[config.mk]
export PLATFORM = sky130hd
export DESIGN_NAME = rr_arb8
export DESIGN_NICKNAME = d
export VERILOG_FILES = /design/src/rtl/rr_arb8_pkg.sv /design/src/rtl/rr_pick8.sv /design/src/rtl/rr_arb8.sv
export SDC_FILE = /design/constraint.sdc
export NUM_CORES = 1
export LEC_CHECK = 0
export CAP_MARGIN = 15
export CORE_MARGIN = 4
export CORE_UTILIZATION = 48
export DETAILED_ROUTE_END_ITERATION = 10
export GPL_ROUTABILITY_DRIVEN = 0
export GPL_TIMING_DRIVEN = 0
export PLACE_DENSITY = 0.71
export SYNTH_ARGS = -nofsm -noshare
export SYNTH_HDL_FRONTEND = slang
export SYNTH_SLANG_ARGS = --single-unit
[constraint.sdc]
create_clock -name clk -period 4.7 [get_ports clk]
set_input_delay 0.94 -clock clk [delete_from_list [all_inputs] [get_ports clk]]
set_output_delay 0.94 -clock clk [all_outputs]
set_load 0.02 [all_outputs]
[src/rtl/rr_arb8_pkg.sv]
// Shared types and constants for the rr_arb8 round-robin arbiter and its picker.
package rr_arb8_pkg;

    localparam int N_REQ = 8;
    localparam int IDX_W = 3;

    typedef enum logic {
        IDLE = 1'b0,
        BUSY = 1'b1
    } state_t;

    // Pointer value that makes the first search after reset start at requester 0.
    localparam logic [IDX_W-1:0] LAST_RST = 3'd7;

endpackage

[src/rtl/rr_pick8.sv]
// Combinational round-robin picker: rotate requests so the slot after `last` is
// bit 0, take the lowest set bit, and rotate the result back.
module rr_pick8
    import rr_arb8_pkg::*;
(
    input  logic [N_REQ-1:0] req,
    input  logic [IDX_W-1:0] last,
    output logic [N_REQ-1:0] pick_oh,
    output logic [IDX_W-1:0] pick_idx,
    output logic             any
);

    logic [IDX_W-1:0] w_base;
    logic [N_REQ-1:0] w_rot;
    logic [N_REQ-1:0] w_rot_oh;
    logic [IDX_W-1:0] w_ofs;

    assign w_base = last + IDX_W'(1);
    assign any    = |req;

    // Index arithmetic is IDX_W bits wide, so the modulo-8 wrap comes for free.
    always_comb begin
        w_rot = '0;
        for (int k = 0; k < N_REQ; k++) begin
            w_rot[k] = req[w_base + IDX_W'(k)];
        end
    end

    always_comb begin
        w_ofs = '0;
        for (int k = N_REQ - 1; k >= 0; k--) begin
            if (w_rot[k]) begin
                w_ofs = IDX_W'(k);
            end
        end
    end

    assign w_rot_oh = any ? (N_REQ'(1) << w_ofs) : '0;

    always_comb begin
        pick_oh = '0;
        for (int k = 0; k < N_REQ; k++) begin
            pick_oh[w_base + IDX_W'(k)] = w_rot_oh[k];
        end
    end

    assign pick_idx = any ? (w_base + w_ofs) : '0;

endmodule

[src/rtl/rr_arb8.sv]
// Eight-requester round-robin arbiter with grant locking and registered outputs.
// Define RR_ARB8_TIMEOUT_EN to bound each grant to MAX_HOLD cycles and pulse tmo.
module rr_arb8 #(
    parameter int N_REQ    = 8,
    parameter int MAX_HOLD = 16
) (
    input  logic                     clk,
    input  logic                     rst,
    input  logic [N_REQ-1:0]         req,
    output logic [N_REQ-1:0]         gnt,
    output logic [$clog2(N_REQ)-1:0] gnt_idx,
    output logic                     gnt_vld,
    output logic                     tmo
);

    import rr_arb8_pkg::*;

    if (N_REQ != 8 || MAX_HOLD < 1 || MAX_HOLD > 255) begin : g_bad_params
        $error("rr_arb8: N_REQ must be 8 and MAX_HOLD must be in 1..255");
    end

    state_t           r_state;
    state_t           w_state_nxt;
    logic [IDX_W-1:0] r_last;
    logic [IDX_W-1:0] w_last_nxt;
    logic [N_REQ-1:0] r_gnt;
    logic [N_REQ-1:0] w_gnt_nxt;
    logic [IDX_W-1:0] r_gnt_idx;
    logic [IDX_W-1:0] w_gnt_idx_nxt;
    logic             r_gnt_vld;
    logic             w_gnt_vld_nxt;

    logic [N_REQ-1:0] w_pick_oh;
    logic [IDX_W-1:0] w_pick_idx;
    logic             w_any;
    logic             w_timeout;

    rr_pick8 u_pick (
        .req      (req),
        .last     (r_last),
        .pick_oh  (w_pick_oh),
        .pick_idx (w_pick_idx),
        .any      (w_any)
    );

`ifdef RR_ARB8_TIMEOUT_EN
    logic [7:0] r_hold_cnt;
    logic       r_tmo;

    assign w_timeout = (r_state == BUSY) && req[r_last]
                     && (r_hold_cnt == 8'(MAX_HOLD - 1));

    // Counter sits at zero in IDLE, so it is already cleared on entry to BUSY.
    always_ff @(posedge clk or posedge rst) begin
        if (rst) begin
            r_hold_cnt <= '0;
            r_tmo      <= 1'b0;
        end else begin
            r_hold_cnt <= (r_state == BUSY) ? r_hold_cnt + 8'd1 : 8'd0;
            r_tmo      <= w_timeout;
        end
    end

    assign tmo = r_tmo;
`else
    assign w_timeout = 1'b0;
    assign tmo       = 1'b0;
`endif

    // NOTE: every signal written here gets a default first, so no path infers a latch.
    always_comb begin
        w_state_nxt   = r_state;
        w_last_nxt    = r_last;
        w_gnt_nxt     = r_gnt;
        w_gnt_idx_nxt = r_gnt_idx;
        w_gnt_vld_nxt = r_gnt_vld;
        case (r_state)
            IDLE: begin
                if (w_any) begin
                    w_state_nxt   = BUSY;
                    w_last_nxt    = w_pick_idx;
                    w_gnt_nxt     = w_pick_oh;
                    w_gnt_idx_nxt = w_pick_idx;
                    w_gnt_vld_nxt = 1'b1;
                end
            end
            BUSY: begin
                // Releasing always passes through IDLE, giving one gap cycle between owners.
                if (!req[r_last] || w_timeout) begin
                    w_state_nxt   = IDLE;
                    w_gnt_nxt     = '0;
                    w_gnt_idx_nxt = '0;
                    w_gnt_vld_nxt = 1'b0;
                end
            end
        endcase
    end

    // NOTE: state registers use non-blocking assignments so all of them sample pre-edge values.
    always_ff @(posedge clk or posedge rst) begin
        if (rst) begin
            r_state   <= IDLE;
            r_last    <= LAST_RST;
            r_gnt     <= '0;
            r_gnt_idx <= '0;
            r_gnt_vld <= 1'b0;
        end else begin
            r_state   <= w_state_nxt;
            r_last    <= w_last_nxt;
            r_gnt     <= w_gnt_nxt;
            r_gnt_idx <= w_gnt_idx_nxt;
            r_gnt_vld <= w_gnt_vld_nxt;
        end
    end

    assign gnt     = r_gnt;
    assign gnt_idx = r_gnt_idx;
    assign gnt_vld = r_gnt_vld;

endmodule
==> impl_metrics.yaml <==
outcome:
  status: "finished, final reports clean"
routing:
  wl_per_cell_um: 19.8
  final_antenna_net_count: 0
  wirelength_um: 8720
  drt_iter0_drc: 629
  drt_pre_antenna_iters: 6
  via_count: 3087
  vias_per_cell: 7.02
  drc: 0
synthesis:
  ys_warn_count: 0
  synthCells: 343
  ys.flop_type: "dfrtp_1"
  avgSynthCellArea_sq_um: 8.02
  yosysSeqAreaShare: 0.147
  ys_async_sr_fraction: 1.00
  synth_cell_type_count: 74
  ys_ff_latch: 16
  synth_fp_nets: 358
  syn-cell-area_sq_um: 2750
  synth_edf_count: 0
timing:
  drv_slew: 0
  finalClockSkew_ns: 0.00219
  finalHoldViolations: 0
  max_slew_margin: 0.543
  layout_setup_ws_ns: 0.155
  post-route-period-util: 0.967
  worstMarginPinSlew_ns: 0.672
  setup_viol: 0
  min_period_ns: 4.55
  max_freq_mhz: 220
  rsz0062_at_grt: "false"
floorplan:
  core_sq_um: 5540
  io_pins: 23
  rows: 27
  die_h_um: 83.7
  die_w_um: 83.7
  die_area_sq_um: 7000
  start_util: 0.496
global_routing:
  met3_usage: 0.0336
  gr-max-usage-layer: "met2"
  overflow: 0
  grt_use_met2: 0.388
  grt_pass1_wl_um: 14600
  grt.total_usage: 0.247
  grt_pass1_vias: 2919
  met1_usage: 0.336
  antenna_found_initial: 0
  grt_start_max_net_pins: 17
cts:
  cts_buffers: 3
  cts_sinks: 16
  clkSlewWorstSetupHoldPaths_ns: 0.06
  cts_hold_buf: 0
  cts_max_level: 1
  clk_latency_ns: 0.25
  root_buffer: "clkbuf_8"
  cts_tree: "built"
  cts_buffer_depth: 2
critical_path:
  ff2ff_path_depth: 18
  crit_required_ns: 4.84
  criticalPathCategory: "reg -> reg"
  end_kind: "flop"
  timing.rr.start: "r_last[0]"
  arrival_ns: 4.68
  start_kind: "flop"
  cp_max_fo: 15
  reg2reg_slack_ns: 0.15
  r2r_end: "gnt[2]"
layout:
  num_antenna_cells: 0
  nets: 384
  mostFrequentLayoutCell: "nand2_1"
  drive_gt1_frac: 0.168
  syn_to_final_growth_pct: 15.9
  fill_cells: 524
  final_cell_mix: "nand2_1 (40), nor2_1 (32), clkbuf_1 (22)"
placed_design:
  io_buffers: 18
  dp_slack_ns: -1.04
  dpl.hpwl_um: 6540
min_path:
  hp-start: "gnt_idx[2]"
  worstHoldPathCells: 2
  hold_path.class: "reg -> reg"
  holdPathEnd: "gnt_idx[2]"
job:
  cap_viol_max_count: 0
worst max-delay path by stage:
stage | startpoint | endpoint | slack [ns] | depth (start not counted)
6_report | r_last[0] | gnt[2] | 0.15 | 18
5_1_grt | r_last[0] | r_last[2] | 0.03 | 19
4_1_cts | r_last[0] | r_last[2] | 0.002 | 20
3_5_place_dp | r_last[0] | r_last[2] | -1.04 | 20
3_3_place_gp | r_last[0] | r_last[2] | -0.98 | 20
2_1_floorplan | r_last[0] | r_last[2] | 0.04 | 20
cell type report:
type / count / area, sq um / area share
multi-input combinational: 287 / 2210 / 0.694
inverter: 8 / 36.3 / 0.0114
sequential: 16 / 404 / 0.127
clock buffer: 4 / 55.1 / 0.0173
timing repair buffer: 23 / 221 / 0.0695
buffer: 30 / 169 / 0.0530
tap: 72 / 90.1 / 0.0283
Yosys cell counts (4+ instances only):
cell | number | share of area
mux2i_1 | 13 | 0.047
a21oi_1 | 12 | 0.022
nand4_1 | 6 | 0.014
nor3_1 | 9 | 0.016
a32oi_1 | 4 | 0.013
ha_1 | 4 | 0.018
nor2_1 | 32 | 0.044
o21ai_0 | 17 | 0.031
a22oi_1 | 4 | 0.011
nand2_1 | 40 | 0.055
xnor2_1 | 5 | 0.016
a31oi_1 | 8 | 0.018
a32o_1 | 4 | 0.015
a211o_1 | 4 | 0.013
and2_1 | 4 | 0.0091
dfrtp_1 | 13 | 0.12
nand3_1 | 14 | 0.025
o21ai_1 | 4 | 0.0073
clkbuf_1 | 27 | 0.037
inv_1 | 5 | 0.0068
mux4_2 | 14 | 0.11
mux2_2 | 8 | 0.033
o211ai_1 | 9 | 0.025
cell families (layout without fill, tap and decap cells):
kind of cell / after synthesis / after routing / share of synthesized area
buffers and inverters: 40 / 65 / 0.0641
and+or+nand+nor: 127 / 127 / 0.226
DFF: 16 / 16 / 0.147
muxes: 37 / 37 / 0.205
other: 1 / 1 / 0.00136
xor gates and xnor gates: 6 / 6 / 0.0241
adders and majority gates: 5 / 5 / 0.0255
AOI/OAI and AO/OA: 111 / 111 / 0.307
critical path, stage by stage, from the launching register on:
cell and delay [ns]:
dfstp_2 0.60, inv_4 0.09, buf_4 0.20, clkbuf_8 0.19, ha_4 0.31, buf_12 0.15
buf_8 0.15, clkinvlp_4 0.10, clkbuf_8 0.17, ha_1 0.33, mux4_2 0.34, o221a_2 0.32
o311ai_4 0.25, buf_4 0.18, nand2_1 0.27, o2bb2ai_1 0.27, nand4_1 0.10, a31oi_1 0.10
a221o_1 0.27
what timing repair did:
| action | 4_1_cts | 5_1_grt |
|---|---|---|
| pin swaps | 1 | 2 |
| cloned | 0 | 0 |
| setup endpoints to repair | 14 | 10 |
| hold endpoints to repair | 0 | 0 |
| gates resized for setup | 11 | 12 |
| buffers inserted | 4 | 1 |
per-stage QoR:
step	hold slack (ns)	util	area, sq um	instances	setup TNS (ns)
3_5_place_dp	0.468	0.546	3020	433	-10.20
6_report	0.481	0.575	3190	440	0
4_1_cts	0.484	0.568	3150	440	0
3_3_place_gp	0.463	0.546	3020	433	-10.0
5_1_grt	0.523	0.575	3190	440	0
2_1_floorplan	0.487	-	2750	343	0
state kept, by name, summed over array words and instances (netlist names):
register and flops:
gnt 8, gnt_idx 3, gnt_vld 1, r_last 3, r_state 1
layer usage:
metal	wire [um]	vias up	share of wire
met2	3830	227	0.44
li1	-	1385	-
met4	351	0	0.040
met5	0	-	0
met1	3600	1432	0.41
met3	927	43	0.11
Power is left out: the tool's default activity adds up to more than one toggle a clock period on the data nets, which glitch-free logic cannot reach.
